<file path="src/rtl/pc_sequencer_if.sv">
// pc_sequencer_if: bundle between control/ALU/cache side and the PC sequencer.
// The master drives mode, flags, offset and stalls; the slave returns PC state.
interface pc_sequencer_if #(
    parameter int PC_WIDTH     = 32,
    parameter int OFFSET_WIDTH = 8
);
    logic                    BUSYWAIT;
    logic                    INSTR_CACHE_BUSYWAIT;
    logic [2:0]              PC_MODE;
    logic                    ZERO;
    logic                    NEG;
    logic [OFFSET_WIDTH-1:0] OFFSET;
    logic [PC_WIDTH-1:0]     PC;
    logic [PC_WIDTH-1:0]     PC_NEXT;
    logic                    STALL;
    logic                    RAS_EMPTY;
    logic                    RAS_FULL;
    logic                    RAS_OVERFLOW;
    logic                    RAS_UNDERFLOW;

    modport master (
        output BUSYWAIT, INSTR_CACHE_BUSYWAIT, PC_MODE, ZERO, NEG, OFFSET,
        input  PC, PC_NEXT, STALL, RAS_EMPTY, RAS_FULL,
        input  RAS_OVERFLOW, RAS_UNDERFLOW
    );

    modport slave (
        input  BUSYWAIT, INSTR_CACHE_BUSYWAIT, PC_MODE, ZERO, NEG, OFFSET,
        output PC, PC_NEXT, STALL, RAS_EMPTY, RAS_FULL,
        output RAS_OVERFLOW, RAS_UNDERFLOW
    );
endinterface

</file>
<file path="src/rtl/pc_sequencer.sv">
// pc_sequencer: program counter with branch/jump and a circular
// return-address stack; all state freezes while either memory stalls.
module pc_sequencer #(
    parameter int                     PC_WIDTH     = 32,
    parameter int                     OFFSET_WIDTH = 8,
    parameter int                     RAS_DEPTH    = 4,
    parameter logic [PC_WIDTH-1:0]    RESET_VECTOR = '0
) (
    input  logic            CLK,
    input  logic            RESET,
    pc_sequencer_if.slave   bus
);
    localparam int PW = $clog2(RAS_DEPTH);
    localparam int CW = $clog2(RAS_DEPTH + 1);

    typedef enum logic [2:0] {
        M_SEQ  = 3'b000,
        M_JUMP = 3'b001,
        M_BEQ  = 3'b010,
        M_BNE  = 3'b011,
        M_BLT  = 3'b100,
        M_CALL = 3'b101,
        M_RET  = 3'b110,
        M_RSVD = 3'b111
    } pc_mode_e;

    logic [PC_WIDTH-1:0] pc_q, pc_d;
    logic [PC_WIDTH-1:0] ras_q [RAS_DEPTH];
    logic [PW-1:0]       ptr_q, ptr_d, ptr_inc;
    logic [CW-1:0]       cnt_q, cnt_d;
    logic                ovf_q, ovf_d;
    logic                unf_q, unf_d;

    logic [PC_WIDTH-1:0] seq_pc, tgt_pc, off_ext, ras_top;
    logic                empty, full, stall;
    logic                taken, is_ret, push, pop;
    pc_mode_e            mode;

    assign mode    = pc_mode_e'(bus.PC_MODE);
    assign stall   = bus.BUSYWAIT | bus.INSTR_CACHE_BUSYWAIT;
    assign empty   = (cnt_q == '0);
    assign full    = (cnt_q == CW'(RAS_DEPTH));
    assign ras_top = ras_q[ptr_q];
    assign ptr_inc = ptr_q + PW'(1);

    assign off_ext = {{(PC_WIDTH-OFFSET_WIDTH){bus.OFFSET[OFFSET_WIDTH-1]}},
                      bus.OFFSET};
    assign seq_pc  = pc_q + PC_WIDTH'(4);
    assign tgt_pc  = seq_pc + {off_ext[PC_WIDTH-3:0], 2'b00};

    // Decode mode into branch decision and stack operation.
    always_comb begin
        taken  = 1'b0;
        is_ret = 1'b0;
        push   = 1'b0;
        case (mode)
            M_JUMP:  taken = 1'b1;
            M_BEQ:   taken = bus.ZERO;
            M_BNE:   taken = ~bus.ZERO;
            M_BLT:   taken = bus.NEG;
            M_CALL: begin
                taken = 1'b1;
                push  = 1'b1;
            end
            M_RET:   is_ret = 1'b1;
            default: taken = 1'b0;
        endcase
        pop = is_ret & ~empty;
    end

    // Next PC and next stack bookkeeping; an empty-stack return falls through.
    always_comb begin
        pc_d  = seq_pc;
        ptr_d = ptr_q;
        cnt_d = cnt_q;
        ovf_d = ovf_q;
        unf_d = unf_q;
        if (taken) begin
            pc_d = tgt_pc;
        end else if (pop) begin
            pc_d = ras_top;
        end
        if (push) begin
            ptr_d = ptr_inc;
            if (full) begin
                ovf_d = 1'b1;
            end else begin
                cnt_d = cnt_q + CW'(1);
            end
        end
        if (pop) begin
            ptr_d = ptr_q - PW'(1);
            cnt_d = cnt_q - CW'(1);
        end
        if (is_ret && empty) begin
            unf_d = 1'b1;
        end
    end

    // Commit PC and stack control on non-stalled edges; reset dominates.
    always_ff @(posedge CLK) begin
        if (RESET) begin
            pc_q  <= RESET_VECTOR;
            ptr_q <= '0;
            cnt_q <= '0;
            ovf_q <= 1'b0;
            unf_q <= 1'b0;
        end else if (!stall) begin
            pc_q  <= pc_d;
            ptr_q <= ptr_d;
            cnt_q <= cnt_d;
            ovf_q <= ovf_d;
            unf_q <= unf_d;
        end
    end

    // Push writes one slot past the top; when full this overwrites the oldest.
    always_ff @(posedge CLK) begin
        if (!RESET && !stall && push) begin
            ras_q[ptr_inc] <= seq_pc;
        end
    end

    assign bus.PC            = pc_q;
    assign bus.PC_NEXT       = pc_d;
    assign bus.STALL         = stall;
    assign bus.RAS_EMPTY     = empty;
    assign bus.RAS_FULL      = full;
    assign bus.RAS_OVERFLOW  = ovf_q;
    assign bus.RAS_UNDERFLOW = unf_q;
endmodule

</file>
<file path="src/flat_wrapper.sv">
// flat-port wrapper written by rule: the top's interface ports become plain ports
module pc_sequencer_flat 
#(
    parameter int                     PC_WIDTH     = 32,
    parameter int                     OFFSET_WIDTH = 8,
    parameter int                     RAS_DEPTH    = 4,
    parameter logic [PC_WIDTH-1:0]    RESET_VECTOR = '0
)
  (CLK, RESET, bus_BUSYWAIT, bus_INSTR_CACHE_BUSYWAIT, bus_PC_MODE, bus_ZERO, bus_NEG, bus_OFFSET, bus_PC, bus_PC_NEXT, bus_STALL, bus_RAS_EMPTY, bus_RAS_FULL, bus_RAS_OVERFLOW, bus_RAS_UNDERFLOW);
  pc_sequencer_if #(.PC_WIDTH(PC_WIDTH), .OFFSET_WIDTH(OFFSET_WIDTH)) bus_i ();
  input  logic CLK;
  input  logic RESET;
  input wire logic [$bits(bus_i.BUSYWAIT)-1:0] bus_BUSYWAIT;
  input wire logic [$bits(bus_i.INSTR_CACHE_BUSYWAIT)-1:0] bus_INSTR_CACHE_BUSYWAIT;
  input wire logic [$bits(bus_i.PC_MODE)-1:0] bus_PC_MODE;
  input wire logic [$bits(bus_i.ZERO)-1:0] bus_ZERO;
  input wire logic [$bits(bus_i.NEG)-1:0] bus_NEG;
  input wire logic [$bits(bus_i.OFFSET)-1:0] bus_OFFSET;
  output wire logic [$bits(bus_i.PC)-1:0] bus_PC;
  output wire logic [$bits(bus_i.PC_NEXT)-1:0] bus_PC_NEXT;
  output wire logic [$bits(bus_i.STALL)-1:0] bus_STALL;
  output wire logic [$bits(bus_i.RAS_EMPTY)-1:0] bus_RAS_EMPTY;
  output wire logic [$bits(bus_i.RAS_FULL)-1:0] bus_RAS_FULL;
  output wire logic [$bits(bus_i.RAS_OVERFLOW)-1:0] bus_RAS_OVERFLOW;
  output wire logic [$bits(bus_i.RAS_UNDERFLOW)-1:0] bus_RAS_UNDERFLOW;
  assign bus_i.BUSYWAIT = bus_BUSYWAIT;
  assign bus_i.INSTR_CACHE_BUSYWAIT = bus_INSTR_CACHE_BUSYWAIT;
  assign bus_i.PC_MODE = bus_PC_MODE;
  assign bus_i.ZERO = bus_ZERO;
  assign bus_i.NEG = bus_NEG;
  assign bus_i.OFFSET = bus_OFFSET;
  assign bus_PC = bus_i.PC;
  assign bus_PC_NEXT = bus_i.PC_NEXT;
  assign bus_STALL = bus_i.STALL;
  assign bus_RAS_EMPTY = bus_i.RAS_EMPTY;
  assign bus_RAS_FULL = bus_i.RAS_FULL;
  assign bus_RAS_OVERFLOW = bus_i.RAS_OVERFLOW;
  assign bus_RAS_UNDERFLOW = bus_i.RAS_UNDERFLOW;
  pc_sequencer #(.PC_WIDTH(PC_WIDTH), .OFFSET_WIDTH(OFFSET_WIDTH), .RAS_DEPTH(RAS_DEPTH), .RESET_VECTOR(RESET_VECTOR)) u_core (.CLK(CLK), .RESET(RESET), .bus(bus_i));
endmodule
</file>
<file path="config.mk">
export PLATFORM = sky130hd
export DESIGN_NAME = pc_sequencer_flat
export DESIGN_NICKNAME = d
export VERILOG_FILES = /design/src/rtl/pc_sequencer_if.sv /design/src/rtl/pc_sequencer.sv /design/src/flat_wrapper.sv
export SDC_FILE = /design/constraint.sdc
export NUM_CORES = 1
export LEC_CHECK = 0
export CAP_MARGIN = 25
export CELL_PAD_IN_SITES_DETAIL_PLACEMENT = 1
export CELL_PAD_IN_SITES_GLOBAL_PLACEMENT = 2
export CORE_AREA = 2 2 113 224
export CTS_CLUSTER_DIAMETER = 150
export CTS_CLUSTER_SIZE = 8
export DETAILED_ROUTE_END_ITERATION = 7
export DIE_AREA = 0 0 115 226
export PLACE_DENSITY_LB_ADDON = 0.25
export SLEW_MARGIN = 0
export SYNTH_ARGS = -nofsm -noshare
export SYNTH_HDL_FRONTEND = slang
export SYNTH_SLANG_ARGS = --single-unit
</file>
<file path="constraint.sdc">
create_clock -name CLK -period 5.8 [get_ports CLK]
set_clock_uncertainty 0.1 [all_clocks]
set_input_delay 0.58 -clock CLK [delete_from_list [all_inputs] [get_ports CLK]]
set_output_delay 0.58 -clock CLK [all_outputs]
set_load 0.01 [all_outputs]
</file>
---- Word-level counts from Yosys, hierarchy flattened ----
Memories as Yosys holds them, arrays and structs flattened. A register that Yosys moved wholly into a read port is not among the register bits.
Index checks and enable logic that the tools add are counted.
word-level totals
  flip-flop bits (word level) ............. 39
  bits in writable memories ............... 128
  bits of input ports ..................... 17
  output and inout bits ................... 69
  logic and storage cells ................. 51
  memories kept ........................... 1
memory list
  memory        depth  width  rd ports  clocked after memory_dff  wr ports  RTL line            text
  u_core.ras_q  4      32     1         1                         1         pc_sequencer.sv:28  logic [PC_WIDTH-1:0] ras_q [RAS_DEPTH];
operators by class
  $add $sub $neg .......................... 6
  equality and inequality tests ........... 8
  muxes and demuxes ....................... 14
  bitwise operators ....................... 5
  reductions and logical operators ........ 12
operators with widths
  cell                                               number
  2-to-1 mux 32 bit                                  2
  adder 32 x 3 -> 32 bit (second input constant)     1
  adder 32 bit                                       1
  == test 3 bit (second input constant)              4
  2-to-1 mux 3 bit                                   3
  2-to-1 mux 2 bit                                   4
  == test 3 x 2 -> 1 bit (second input constant)     2
  AND reduction 3 bit                                2
  2-to-1 mux 1 bit                                   4
  one-hot mux 1 bit (4 select lines)                 1
  AND reduction 2 bit                                2
  adder 3 x 1 -> 3 bit (second input constant)       1
  == test 3 x 1 -> 1 bit (second input constant)     1
  logical AND 1 bit                                  3
  logical NOT 3 bit                                  1
  inverter 1 bit                                     3
  subtractor 3 x 1 -> 3 bit (second input constant)  1
  adder 2 x 1 -> 2 bit (second input constant)       1
  logical NOT 1 bit                                  2
  != test 2 x 1 -> 1 bit (second input constant)     1
  nonzero test 2 bit                                 1
  OR reduction 2 bit                                 1
  subtractor 2 x 1 -> 2 bit (second input constant)  1
  AND 1 bit                                          1
  bitwise OR 1 bit                                   1

---- Depth between registers and ports, before layout ----
  depth in word-level cells ............... 7
  gate-level depth with buffers ........... 16
  mapped depth without buffers ............ 15

---- Worst setup path after synthesis ----
OpenSTA, ideal clock, no wires.
  kind .................................... register -> output
  start ................................... register u_core.pc_q[2] (netlist: u_core.bus.PC[2])
  end ..................................... output port bus_PC_NEXT[31]
  arrival time ............................ 3.987 ns
  data required time ...................... 5.120 ns
  slack ................................... 1.133 ns
  cell stages (with the launch flop) ...... 17
  buffers on the path ..................... 1
  cell sequence ........................... dfxtp_1 ha_1 nand3_1 or4_1 clkbuf_1 nor2_1 nand2_1 xor2_1 inv_1 ha_1 a21oi_1 a21boi_0 a311oi_1 and3_1 a211oi_1 or4_1 o221a_2
between the ends
  longest elaborated chain between the ends .. 3
  elaborated cells on any way between the ends .. 4
  classes of those cells .................. add/sub (2); mux (2)
RTL lines
  element                   RTL line             text
  start: declaration        pc_sequencer.sv:27   logic [PC_WIDTH-1:0] pc_q, pc_d;
  start signal: assignment  pc_sequencer.sv:109  pc_q <= pc_d;
  adder 32 x 3 -> 32 bit    pc_sequencer.sv:48   assign seq_pc = pc_q + PC_WIDTH'(4);
  via u_core.seq_pc[20]     pc_sequencer.sv:34   logic [PC_WIDTH-1:0] seq_pc, tgt_pc, off_ext, ras_top;
  adder 32 bit              pc_sequencer.sv:49   assign tgt_pc = seq_pc + {off_ext[PC_WIDTH-3:0], 2'b00};
  2-to-1 mux 32 bit         pc_sequencer.sv:78   if (taken) begin
  end: declaration          flat_wrapper.sv:20   output wire logic [$bits(bus_i.PC_NEXT)-1:0] bus_PC_NEXT;
The timed path passes the listed nets, and every way through them passes these cells.

---- Worst setup path in the final report ----
  start ................................... register u_core.pc_q[11] (netlist: u_core.bus.PC[11])
  end ..................................... output port bus_PC_NEXT[30]
The elaborated chain is that of the path after synthesis.

==> impl_results.md <==
* Worst Setup End Kind: output port
* CP Data Arrival Time at 4.92 ns
* Clock Tree Buf Depth at 2
* Final Net Count at between 900 and 1000
* Cells after synthesis at 815
* Hold buffers post-CTS at 0
* DR vias at 7139
* Most numerous cell in the Yosys netlist: edfxtp_1
* Final Util at 46.98%
* Most area-consuming cells after synthesis: edfxtp_1 (41%), dfxtp_1 (8.8%), mux4_2 (7.8%)
* DR iter-0 viols at ~360
* Antenna violations before repair at 0
* Netlist Area Pre-Place at 9289 µm²
* Max Cap Violations at 0
* Post-synthesis net count at 874
* Share of layout cells above drive strength 1 at 16.99%
* I/O pin cnt at 86
* Status: finished, final reports clean
* Root buffer cell: clkbuf_16
* Initial Util at 38.19%
* Worst Path Max Fanout at 7
* DRT Wirelength at 30300 µm
* CTS H-tree depth at 4
* Hold Slack at 0.3887 ns
* Leak pwr at 4.278 nW
* Number of distinct library cells after synthesis at 70
* Total clock sinks at approximately 170
* Routability Congestion at 0.8629
* Sequential Area at 4667 µm²
* YS warnings at 0
* Final Non-Filler Cells at about 1200
* Share of the synthesized area in the top cell type at 41.38%
* CP startpoint kind: register
* CTS tree: done
* Antenna cells at 0
* Clock latency on the worst-skew pair at 0.45 ns
* Tot Pwr at 0.003078 W
* Slowest-stage cell, CP: or4_4
* Worst VDD drop at 0.1817 mV
* Max Slew Vio Count at 0
* Slew @ Worst Pin at between 0.8 and 0.9 ns
* Die area at between 20000 and 30000 µm²
* Critical path cell sequence: nand4_1 -> or4_4 -> nor2_4 -> xor2_1 -> ha_1 -> a21oi_1 -> nor2_1 -> nor2_2 -> o22ai_2 -> or4_1 -> a31oi_1 -> buf_4 -> or2_2 -> clkdlybuf4s50_1
* Required time of the critical path at slightly above 5 ns
* Die width at 115 µm
* Main synth FF type: edfxtp_1
* Highest Clock Rate at 178.5 MHz
* Overflow left after global routing at 0
* Synth-to-layout area growth at 23.01%
* TritonRoute pass-1 iters at 4
* Final Hold Viols at 0
* DP Cell Count at 1185
* Area leader, netlist: edfxtp_1
* Pin count of the biggest net entering global routing at 45
* Hold WC Path Type: register to register
* Vias/cell at roughly 6
* Asr flop ratio synth at 0%
* Post-synth EDFFs at 128
* Global-route wire length before repair at approximately 46000 µm
* Synth cell count leaders: edfxtp_1 (128), nor2_1 (70), nand2_1 (60)
* PD cells at roughly 270 nW/µm²
* DRC at 0
* Seq/Total Area, Yosys at 50.22%
* Crit path time final at ~5.6 ns
* CTS Buf Count at 17
* WS Path Type: register to output port
* Seq cells post-synth at 169
* CP peak stage delay at 0.67 ns
* PortBufs at between 80 and 90
* Core area at around 24000 µm²
* GRT Util Overall at 24.18%
* Setup violators final at 0
* Final period utilization at a little over nine tenths
* Antenna-violating nets left at 0
* Vias in the first global route at slightly below 8000
* Mean Syn Cell Area at 11.40 µm²
* Clock transition at path regs at 0.07 ns
* Layout fillers at 2593
* Die Ht at ~230 µm
* Drt wl/cell at 24.83 µm
* Standard-cell rows at 81
* Post-DP HPWL at 21820 µm
* Rel. slew slack at a little over two fifths
* Multi-input gate area at 4549 µm²
[path summary, 6_finish.rpt]
kind / from / to / slack, ns / cells after the start
setup reg to reg: u_core.bus.PC[11]$_SDFFE_PP0N_ / u_core.bus.PC[31]$_SDFFE_PP0N_ / 1.53 / 14
hold / removal: u_core.bus.RAS_UNDERFLOW$_SDFFE_PP0P_ / u_core.bus.RAS_UNDERFLOW$_SDFFE_PP0P_ / 0.39 / 2
hold reg to reg: u_core.bus.RAS_UNDERFLOW$_SDFFE_PP0P_ / u_core.bus.RAS_UNDERFLOW$_SDFFE_PP0P_ / 0.39 / 2
setup / recovery: u_core.bus.PC[11]$_SDFFE_PP0N_ / bus_PC_NEXT[30] / 0.20 / 14
[layout make-up]
cell class	instances	share of cell area (%)
Tap cell	290	3.176
Timing Repair Buffer	124	10.01
Clock inverter	15	1.413
Multi-Input combinational cell	574	39.82
Inverter	31	1.018
Clock buffer	17	3.723
Sequential cell	169	40.85
[stage by stage]
stage | setup slack (ns) | setup TNS (ns) | cell area (µm²)
finish | 0.1963 | 0 | 11430
CTS | 0.02317 | 0 | 11280
global route | -0.01784 | -0.01784 | 11430
detailed placement | 0.007464 | 0 | 10620
floorplan | 1.133 | 0 | 9289
global placement | 0.1123 | 0 | 10620
[worst max-delay path: cells and delay by family, from the launching register on]
kind	cells	cell delay [ns]
simple gates	7	2.07
compound gates	3	0.68
buf+inv	2	0.67
flops	1	0.46
fa+ha+maj	1	0.30
xor+xnor	1	0.29
[logic make-up (layout without fill, tap and decap cells)]
logic type	count (synthesis)	in the layout	share of synthesized area (%)
buffers and inverters	72	187	3.125
AOI/OAI and AO/OA	182	182	12.93
xor gates and xnor gates	49	49	4.620
adders and majority gates	42	42	5.819
muxes	55	55	10.28
DFF	169	169	50.22
and+or+nand+nor	246	246	13.01
[cell usage in the layout (no fill, tap or decap), types with 23 or more instances in the layout]
master,instances
edfxtp_1,128
clkdlybuf4s50_1,85
nor2_1,66
nand2_1,60
a21oi_1,40
dfxtp_1,39
buf_4,39
ha_1,37
o21ai_0,36
mux4_2,32
inv_1,29
xnor2_1,24
nor3_1,23
[per-layer routing]
| metal | track usage [%] | up-vias | part of all wire, % |
|---|---|---|---|
| met3 | 3.006 | 58 | 2.7 |
| met2 | 44.44 | 167 | 55 |
| li1 | - | 3283 | - |
| met1 | 26.89 | 3631 | 38 |
| met4 | 11.89 | 0 | 4.2 |
| met5 | 0 | - | 0 |
[power by group]
part / internal (W) / switching (W) / leakage, nW / total, W
logic: 0.000264 / 0.000337 / 2.48 / 0.000601
clock network: 0.000573 / 0.000556 / 0.272 / 0.00113
registers: 0.00132 / 0.0000279 / 1.53 / 0.00135
total: 0.00216 / 0.000920 / 4.28 / 0.00308
[sequential cells by signal, summed over array words and instances (netlist names), named ones only]
signal	cells
u_core.ptr_q	2
u_core.ras_q	128
u_core.bus.RAS_UNDERFLOW	1
u_core.bus.PC	32
u_core.bus.RAS_OVERFLOW	1
u_core.cnt_q	3
[timing repair]
action / 4_1_cts / 5_1_grt
setup endpoints to repair: 10 / 10
pin swaps: 2 / 6
gates resized for setup: 15 / 25
buffers inserted: 0 / 3
Power figures use the tool's default switching activity.
